<file path="config.mk">
export PLATFORM = sky130hd
export DESIGN_NAME = c2c_link_ctrl
export DESIGN_NICKNAME = d
export VERILOG_FILES = /design/src/rtl/c2c_link_ctrl.sv
export SDC_FILE = /design/constraint.sdc
export NUM_CORES = 1
export LEC_CHECK = 0
export BUFFER_PORTS_ARGS = -buffer_cell sky130_fd_sc_hd__clkbuf_2
export CORE_ASPECT_RATIO = 1.5
export CORE_UTILIZATION = 40
export DETAILED_ROUTE_END_ITERATION = 7
export SLEW_MARGIN = 40
export SYNTH_ARGS = -nofsm -noshare
export SYNTH_HDL_FRONTEND = slang
export SYNTH_SLANG_ARGS = --single-unit
</file>
<file path="constraint.sdc">
create_clock -name clk -period 6.8 [get_ports clk]
set_input_delay 0.34 -clock clk [delete_from_list [all_inputs] [get_ports clk]]
set_output_delay 0.34 -clock clk [all_outputs]
set_load 0.01 [all_outputs]
</file>
<file path="src/rtl/c2c_link_ctrl.sv">
`default_nettype none
// ============================================================================
// Module   : c2c_link_ctrl
// Purpose  : Chip-to-chip ring link endpoint. Trains the link against a fixed
//            pattern, runs a lock/ready handshake with the neighbour, then
//            carries DATA_W-bit words both ways under credit-based flow
//            control into a local first-word-fall-through RX FIFO.
// Ports    : clk, rst                  - clock, synchronous active-high reset
//            link_*_out                - registered link towards the neighbour
//            link_*_in                 - neighbour's link outputs
//            tx_data/tx_valid/tx_ready - transmit stream from the fabric
//            rx_data/rx_valid/rx_ready - receive stream to the fabric
//            link_up                   - link is in the UP state
//            err_timeout/err_overflow  - one-cycle error pulses
// Revision : 1.0  initial release
// ============================================================================
module c2c_link_ctrl #(
  parameter int unsigned           DATA_W     = 32,
  parameter int unsigned           CREDITS    = 8,
  parameter logic [DATA_W-1:0]     TRAIN_WORD = 32'hBC5AA5BC,
  parameter int unsigned           TRAIN_LEN  = 16,
  parameter int unsigned           TIMEOUT    = 1024
) (
  input  logic              clk,
  input  logic              rst,
  output logic [DATA_W-1:0] link_data_out,
  output logic              link_valid_out,
  output logic              link_credit_out,
  output logic              link_lock_out,
  output logic              link_ready_out,
  input  logic [DATA_W-1:0] link_data_in,
  input  logic              link_valid_in,
  input  logic              link_credit_in,
  input  logic              link_lock_in,
  input  logic              link_ready_in,
  input  logic [DATA_W-1:0] tx_data,
  input  logic              tx_valid,
  output logic              tx_ready,
  output logic [DATA_W-1:0] rx_data,
  output logic              rx_valid,
  input  logic              rx_ready,
  output logic              link_up,
  output logic              err_timeout,
  output logic              err_overflow
);

  localparam int CW   = $clog2(CREDITS + 1);
  localparam int AW   = $clog2(CREDITS);
  localparam int PW   = AW + 1;
  localparam int MW   = $clog2(TRAIN_LEN + 1);
  localparam int BW   = $clog2(TIMEOUT + 1);

  typedef enum logic [1:0] {
    ST_TRAIN      = 2'd0,
    ST_LOCKED     = 2'd1,
    ST_READY_WAIT = 2'd2,
    ST_UP         = 2'd3
  } state_t;

  state_t            state, state_nxt;
  logic [MW-1:0]     match_cnt, match_nxt;
  logic [BW-1:0]     bring_cnt, bring_nxt;
  logic [CW-1:0]     credits, credits_nxt;
  logic [PW-1:0]     wr_ptr, rd_ptr, wr_nxt, rd_nxt;
  logic [DATA_W-1:0] mem [CREDITS];

  logic train_match, timeout_hit, loss, up_stay;
  logic tx_fire, pop, push, drop, full;

  assign train_match = (link_data_in == TRAIN_WORD);
  assign timeout_hit = (state != ST_UP) && (bring_cnt == BW'(TIMEOUT - 1));
  assign loss        = (((state == ST_READY_WAIT) || (state == ST_UP)) && !link_lock_in) ||
                       ((state == ST_UP) && !link_ready_in);
  // Staying in UP this cycle: the only condition under which payload,
  // credits and FIFO traffic are honoured. Everything else flushes.
  assign up_stay     = (state == ST_UP) && !loss;

  assign tx_ready    = (state == ST_UP) && (credits != '0);
  assign tx_fire     = tx_valid && tx_ready;

  // Pointers carry an extra wrap bit: equal low bits with differing wrap
  // bits means full.
  assign full        = (wr_ptr[AW] != rd_ptr[AW]) && (wr_ptr[AW-1:0] == rd_ptr[AW-1:0]);
  assign pop         = rx_valid && rx_ready;
  assign push        = up_stay && link_valid_in && (!full || pop);
  assign drop        = up_stay && link_valid_in && full && !pop;
  assign rx_data     = mem[rd_ptr[AW-1:0]];

  // Next-state logic; link loss and timeout override every transition.
  always_comb begin
    state_nxt = state;
    case (state)
      ST_TRAIN:      if (train_match && (match_cnt == MW'(TRAIN_LEN - 1))) state_nxt = ST_LOCKED;
      ST_LOCKED:     if (link_lock_in)  state_nxt = ST_READY_WAIT;
      ST_READY_WAIT: if (link_ready_in) state_nxt = ST_UP;
      default:       state_nxt = state;
    endcase
    if (loss || timeout_hit) state_nxt = ST_TRAIN;
  end

  always_comb begin
    match_nxt = '0;
    if ((state == ST_TRAIN) && (state_nxt == ST_TRAIN) && !timeout_hit && train_match)
      match_nxt = match_cnt + MW'(1);

    bring_nxt = ((state == ST_UP) || timeout_hit) ? '0 : bring_cnt + BW'(1);

    credits_nxt = '0;
    if ((state == ST_READY_WAIT) && (state_nxt == ST_UP)) begin
      credits_nxt = CW'(CREDITS);
    end else if (up_stay) begin
      credits_nxt = credits;
      if (tx_fire && !link_credit_in)
        credits_nxt = credits - CW'(1);
      else if (!tx_fire && link_credit_in && (credits != CW'(CREDITS)))
        credits_nxt = credits + CW'(1);
    end

    wr_nxt = '0;
    rd_nxt = '0;
    if (up_stay) begin
      wr_nxt = wr_ptr + PW'(push);
      rd_nxt = rd_ptr + PW'(pop);
    end
  end

  always_ff @(posedge clk) begin
    if (rst) begin
      state           <= ST_TRAIN;
      match_cnt       <= '0;
      bring_cnt       <= '0;
      credits         <= '0;
      wr_ptr          <= '0;
      rd_ptr          <= '0;
      for (int i = 0; i < int'(CREDITS); i++) mem[i] <= '0;
      rx_valid        <= 1'b0;
      link_data_out   <= '0;
      link_valid_out  <= 1'b0;
      link_credit_out <= 1'b0;
      link_lock_out   <= 1'b0;
      link_ready_out  <= 1'b0;
      link_up         <= 1'b0;
      err_timeout     <= 1'b0;
      err_overflow    <= 1'b0;
    end else begin
      state           <= state_nxt;
      match_cnt       <= match_nxt;
      bring_cnt       <= bring_nxt;
      credits         <= credits_nxt;
      wr_ptr          <= wr_nxt;
      rd_ptr          <= rd_nxt;
      if (push) mem[wr_ptr[AW-1:0]] <= link_data_in;
      rx_valid        <= (wr_nxt != rd_nxt);
      // Outside UP the training pattern is always on the wire; in UP the
      // last payload word is held between transfers.
      if (state_nxt != ST_UP)
        link_data_out <= TRAIN_WORD;
      else if (tx_fire)
        link_data_out <= tx_data;
      link_valid_out  <= tx_fire && up_stay;
      link_credit_out <= pop && up_stay;
      link_lock_out   <= (state_nxt != ST_TRAIN);
      link_ready_out  <= (state_nxt == ST_READY_WAIT) || (state_nxt == ST_UP);
      link_up         <= (state_nxt == ST_UP);
      err_timeout     <= timeout_hit;
      err_overflow    <= drop;
    end
  end

endmodule
`default_nettype wire

</file>
## Yosys cells after proc, flatten, opt, wreduce, memory -nomap -nowiden

Memories as Yosys holds them, arrays and structs flattened. A register that Yosys moved wholly into a read port is not among the register bits.
Index checks and enable logic that the tools add are counted.

| word-level totals | value |
|---|---|
| register bits after elaboration | 70 |
| RAM bits | 256 |
| input bits | 72 |
| output and inout bits | 73 |
| logic and storage cells | 110 |
| memories | 1 |

Memory list:

| memory | words | width | rd ports | clocked after Yosys merged registers in | write ports | RTL line | source |
|---|---|---|---|---|---|---|---|
| mem | 8 | 32 | 1 | 1 | 8 | 65 | `logic [DATA_W-1:0] mem [CREDITS];` |

| cells by class | value |
|---|---|
| $add $sub $neg | 6 |
| equality and inequality tests | 15 |
| muxes and demuxes | 22 |
| bitwise operators | 2 |
| reductions and logical operators | 47 |

Operators with widths:

| operator | count |
|---|---|
| $mux W32 | 3 |
| $eq A32 B32 Y1 const B | 1 |
| $reduce_or A32 Y1 | 1 |
| $mux W4 | 6 |
| $logic_and A1 B1 Y1 | 22 |
| $add A11 B1 Y11 const B | 1 |
| $eq A11 B10 Y1 const B | 1 |
| $add A4 B1 Y4 | 2 |
| $eq A2 B2 Y1 const B | 4 |
| $logic_not A1 Y1 | 8 |
| $mux W2 | 4 |
| $logic_or A1 B1 Y1 | 6 |
| $mux W1 | 6 |
| $mux W3 | 2 |
| $pmux W2 S3 | 1 |
| $reduce_bool A2 Y1 | 3 |
| $reduce_or A2 Y1 | 3 |
| $add A5 B1 Y5 const B | 1 |
| $eq A5 B4 Y1 const B | 1 |
| $add A4 B1 Y4 const B | 1 |
| $logic_not A2 Y1 | 2 |
| $ne A2 B2 Y1 const B | 2 |
| $ne A4 B1 Y1 const B | 1 |
| $ne A4 B4 Y1 | 1 |
| 8 further kinds | 9 |

## Logic depth before layout (Yosys ltp)

| depth | value |
|---|---|
| word-level depth | 13 |
| depth in mapped cells | 10 |
| mapped depth without buffers | 9 |

## Worst setup path before layout

OpenSTA, ideal clock, no wires.

| timing | value |
|---|---|
| kind | register to register |
| start | register rd_ptr[2] |
| end | memory mem[4][0], enable pin |
| setup time | 0.391 ns |
| data arrival time | 1.975 ns |
| required time | 6.409 ns |
| slack | 4.435 ns |
| cell stages (with the launch flop) | 7 |
| path buffers | 1 |
| clock period less this slack | 2.365 ns |
| cell sequence | dfxtp_1 > buf_2 > xnor2_1 > nand2_1 > o311ai_2 > nor3_1 > or2_1 |

RTL lines:

| what | RTL line | source |
|---|---|---|
| from (decl) | 64 | `logic [PW-1:0] wr_ptr, rd_ptr, wr_nxt, rd_nxt;` |
| from (signal assigned) | 151 | `rd_ptr <= rd_nxt;` |
| to (decl) | 65 |  |

==> metrics.md <==
| Metric | Value |
|---|---|
| Slew headroom | `0.450` |
| Final #Nets | `1,258` |
| Synth top area share | `0.535` |
| Height of the chip | `between 200 and 250 um` |
| TritonCTS sink count | `between 300 and 400` |
| Final setup vio count | `0` |
| Kind of critical path | `flop to output port` |
| Synth unique cells | `47` |
| Post-synth ARST share | `0` |
| Lkg Pwr | `6.05 nW` |
| Share of cells above drive strength 1 | `0.268` |
| Clock network fraction of total power | `0.405` |
| Post-Synthesis Cell Area | `14,400 um2` |
| Slew of the pin with the lowest slew margin | `about 820 ps` |
| Die ar. | `36,700 um2` |
| Setup crit end kind | `output port` |
| Final instance area | `between 15,000 and 20,000 um2` |
| Worst Hold Path Cells | `3` |
| Count leader, synth | `and2_1` |
| Main synth FF type | `edfxtp_1` |
| Worst path slowest cell | `dfxtp_4` |
| CTS-repair resized insts | `0` |
| Sw Pwr | `0.000865 W` |
| Layout Cells excl Fill | `1,673` |
| Clock Skews | `8.17 ps` |
| Worst R2R Setup Slack | `~3500 ps` |
| Setup crit start | `rd_ptr[0]$_SDFF_PP0_` |
| Combinational fraction of design power | `0.045` |
| Seq cells post-synth | `~330` |
| Startpoint types | `flop` |
| Max cap viols | `0` |
| Global-route wire length before repair | `about 53 mm` |
| Max frequency | `between 300 and 400 MHz` |
| Delay-heaviest family, CP | `multiplexers` |
| Post-DP HPWL | `about 20 mm` |
| Final hold vios | `0` |
| Core region area | `about 35,000 um2` |
| Worst path max stage delay | `roughly 640 ps` |
| Seq/Total Area, Yosys | `0.632` |
| WP data arrival | `around 3000 ps` |
| Placement Cell Area | `15,600 um2` |
| DRT iter0 DRCs | `about 460` |
| Ant diodes | `0` |
| # fillers | `around 3,100` |
| Internal power | `0.00323 W` |
| Worst Hold End | `link_data_out[28]$_SDFFE_PP0P_` |
| Via count | `around 8,500` |
| H-tree Lvls | `1` |
| Syn Inst Count | `approximately 1,000` |
| Cts bufs inserted | `30` |
| Top cells by count, synth | `265 x and2_1, 256 x edfxtp_1, 77 x nand2_1` |
| R2R cell count | `6` |
| Final Max Tran Viols | `0` |
| Worst flop-to-flop path startpoint | `rd_ptr[0]$_SDFF_PP0_` |
| I/O Pins | `145` |
| Core Rows | `84` |
| Hold WS | `between 20 and 25 ps` |
| EDFF count, synth | `~260` |
| Initial Util | `0.408` |
| # port buffers | `between 100 and 150` |
| Clk Latency, worst-skew pair | `roughly 570 ps` |
| Sequential Power Share | `0.550` |
| Grt ovf | `0` |
| Hold Crit Start | `tx_data[28]` |
| DRC Markers | `0` |
| Number of global-route vias before repair | `~9,200` |
| Largest net degree at the start of global routing | `67` |
| Gpl congestion | `0.805` |
| Post-CTS setup buffer count | `0` |
| CTS tree | `yes` |
| Post-CTS Hold Buffers | `26` |
| Worst-path cell chain | `buf_6 > mux4_2 > mux2_2 > clkbuf_2` |
| Worst path buffer plus inverter count | `2` |
| Worst Path Max Fanout | `44` |
| Wire per inst | `20.3 um` |
| Vias per cell | `~5.1` |
| Worst Hold Class | `input port to flop` |
| Yosys warns | `0` |
| RSZ-0062 raised after global routing | `false` |
| Crit path required time | `about 6500 ps` |
| Reg2reg end | `mem[7][28]$_SDFFCE_PN0P_` |
| Clock root buffer | `clkbuf_16` |
| Ranking of synthesized cells by area | `edfxtp_1 53%, and2_1 12%, mux4_2 10%, dfxtp_1 9.8%, mux2_2 2.5%` |
| Total power | `between 0.004 and 0.005 W` |
| Setup tns final | `0 ps` |
| DRT Pass-1 Iters | `4` |
| Syn_nets | `1,103` |
| All-Layer GR Usage | `0.191` |
| Worst vdd ir | `around 0.18 mV` |
| Outcome | `completed` |
| Final WL | `approximately 34 mm` |
| Area delta synth->final | `17.2%` |
| Initial antenna violation count | `0` |
| Mean Syn Cell Area | `roughly 14 um2` |
| Placed Cells | `between 1,500 and 2,000` |
| Area leader, netlist | `edfxtp_1` |
| Min Clock Period, post-route | `between 3000 and 4000 ps` |
| Remaining antenna violation count | `0` |
| Final period util | `0.486` |
| Net Sw Frac | `0.212` |
| Die extent in x | `157 um` |
| Clock slew seen by the registers of the worst setup and hold paths | `around 70 ps` |
| Longest Clk Path Bufs | `3` |
| PwrDens | `243 nW/um2` |
[power groups by stage]
stage | Sequential [W] | Clock [W] | Combinational [W]
after floorplan | 0.00229 | 0 | 0.0000802
after global placement | 0.00229 | 0 | 0.000172
after detailed placement | 0.00230 | 0 | 0.000176
after CTS | 0.00225 | 0.00169 | 0.000188
after global routing | 0.00226 | 0.00176 | 0.000200
final | 0.00225 | 0.00166 | 0.000184
[stage by stage]
stage | utilization | worst slack (ps)
after global routing | 0.479 | 3280
after global placement | 0.442 | 3160
final | 0.479 | 3500
after detailed placement | 0.444 | 3410
after CTS | 0.478 | 3400
after floorplan | - | 4430
[layout make-up]
class                      instances  area [um2]  area share
timing repair buffer             183        1090      0.0645
clock inverter                    13        85.1     0.00505
inverter                          10        37.5     0.00223
tap                              473         592      0.0351
multi-input combinational        625        5080       0.302
sequential                       326        9090       0.540
clock buffer                      43         871      0.0517
[metal layers]
metal | global-route usage | up-vias | part of all wire | wire, um
li1 | - | 4004 | - | -
met1 | 0.222 | 4238 | 0.39 | 13200
met2 | 0.359 | 231 | 0.54 | 18300
met3 | 0.0286 | 49 | 0.049 | 1660
met4 | 0.0576 | 0 | 0.022 | 733
met5 | 0 | - | 0 | 0
[kinds of logic after synthesis]
kind of cell,after synthesis,synth area share
XOR/XNOR,24,0.0146
adder cells (fa/ha/maj),10,0.00923
AO/OA/AOI/OAI,51,0.0226
buffers and inverters,70,0.0191
multiplexers,97,0.126
AND/OR/NAND/NOR,443,0.176
flip-flops,326,0.632
[cell usage in the layout, fill, tap and decap left out, types with 4 or more instances in the layout]
| cell | count |
|---|---|
| dlygate4sd3_1 | 26 |
| dfxtp_1 | 67 |
| nand2b_1 | 4 |
| buf_4 | 11 |
| nor3b_1 | 4 |
| nor4_1 | 10 |
| xnor2_1 | 17 |
| nor2_1 | 26 |
| a21oi_1 | 17 |
| inv_1 | 7 |
| clkinv_2 | 4 |
| clkbuf_16 | 31 |
| clkbuf_1 | 7 |
| and3_1 | 8 |
| clkbuf_2 | 144 |
| xor2_1 | 7 |
| mux2_2 | 32 |
| and2_1 | 265 |
| nand3_1 | 11 |
| clkinv_1 | 6 |
| ha_1 | 9 |
| mux4_2 | 64 |
| or2_4 | 8 |
| edfxtp_1 | 256 |
| nand2_1 | 77 |
| a31oi_1 | 20 |
| clkbuf_8 | 5 |
[registers in the layout, indices dropped and copies added (netlist names), 2 cells and up]
| register | count |
|---|---|
| rd_ptr | 4 |
| mem | 256 |
| wr_ptr | 4 |
| match_cnt | 5 |
| bring_cnt | 11 |
| link_data_out | 32 |
| credits | 4 |
| state | 2 |
[worst max-delay path by stage]
stage | endpoint | slack [ps] | depth (start not counted)
floorplan | mem[4][0]$_SDFFCE_PN0P_ | 4430 | 6
global placement | mem[1][4]$_SDFFCE_PN0P_ | 3160 | 6
detailed placement | mem[4][5]$_SDFFCE_PN0P_ | 3410 | 6
CTS | mem[4][3]$_SDFFCE_PN0P_ | 3400 | 6
global route | mem[7][26]$_SDFFCE_PN0P_ | 3280 | 6
finish | rx_data[27] | 3500 | 4
[worst min-delay path, delay by kind of cell]
kind | cells | cell delay [ps]
compound gates | 1 | 70
buf+inv | 1 | 80
simple gates | 1 | 50
No activity file was read; power rests on OpenSTA's default activity.
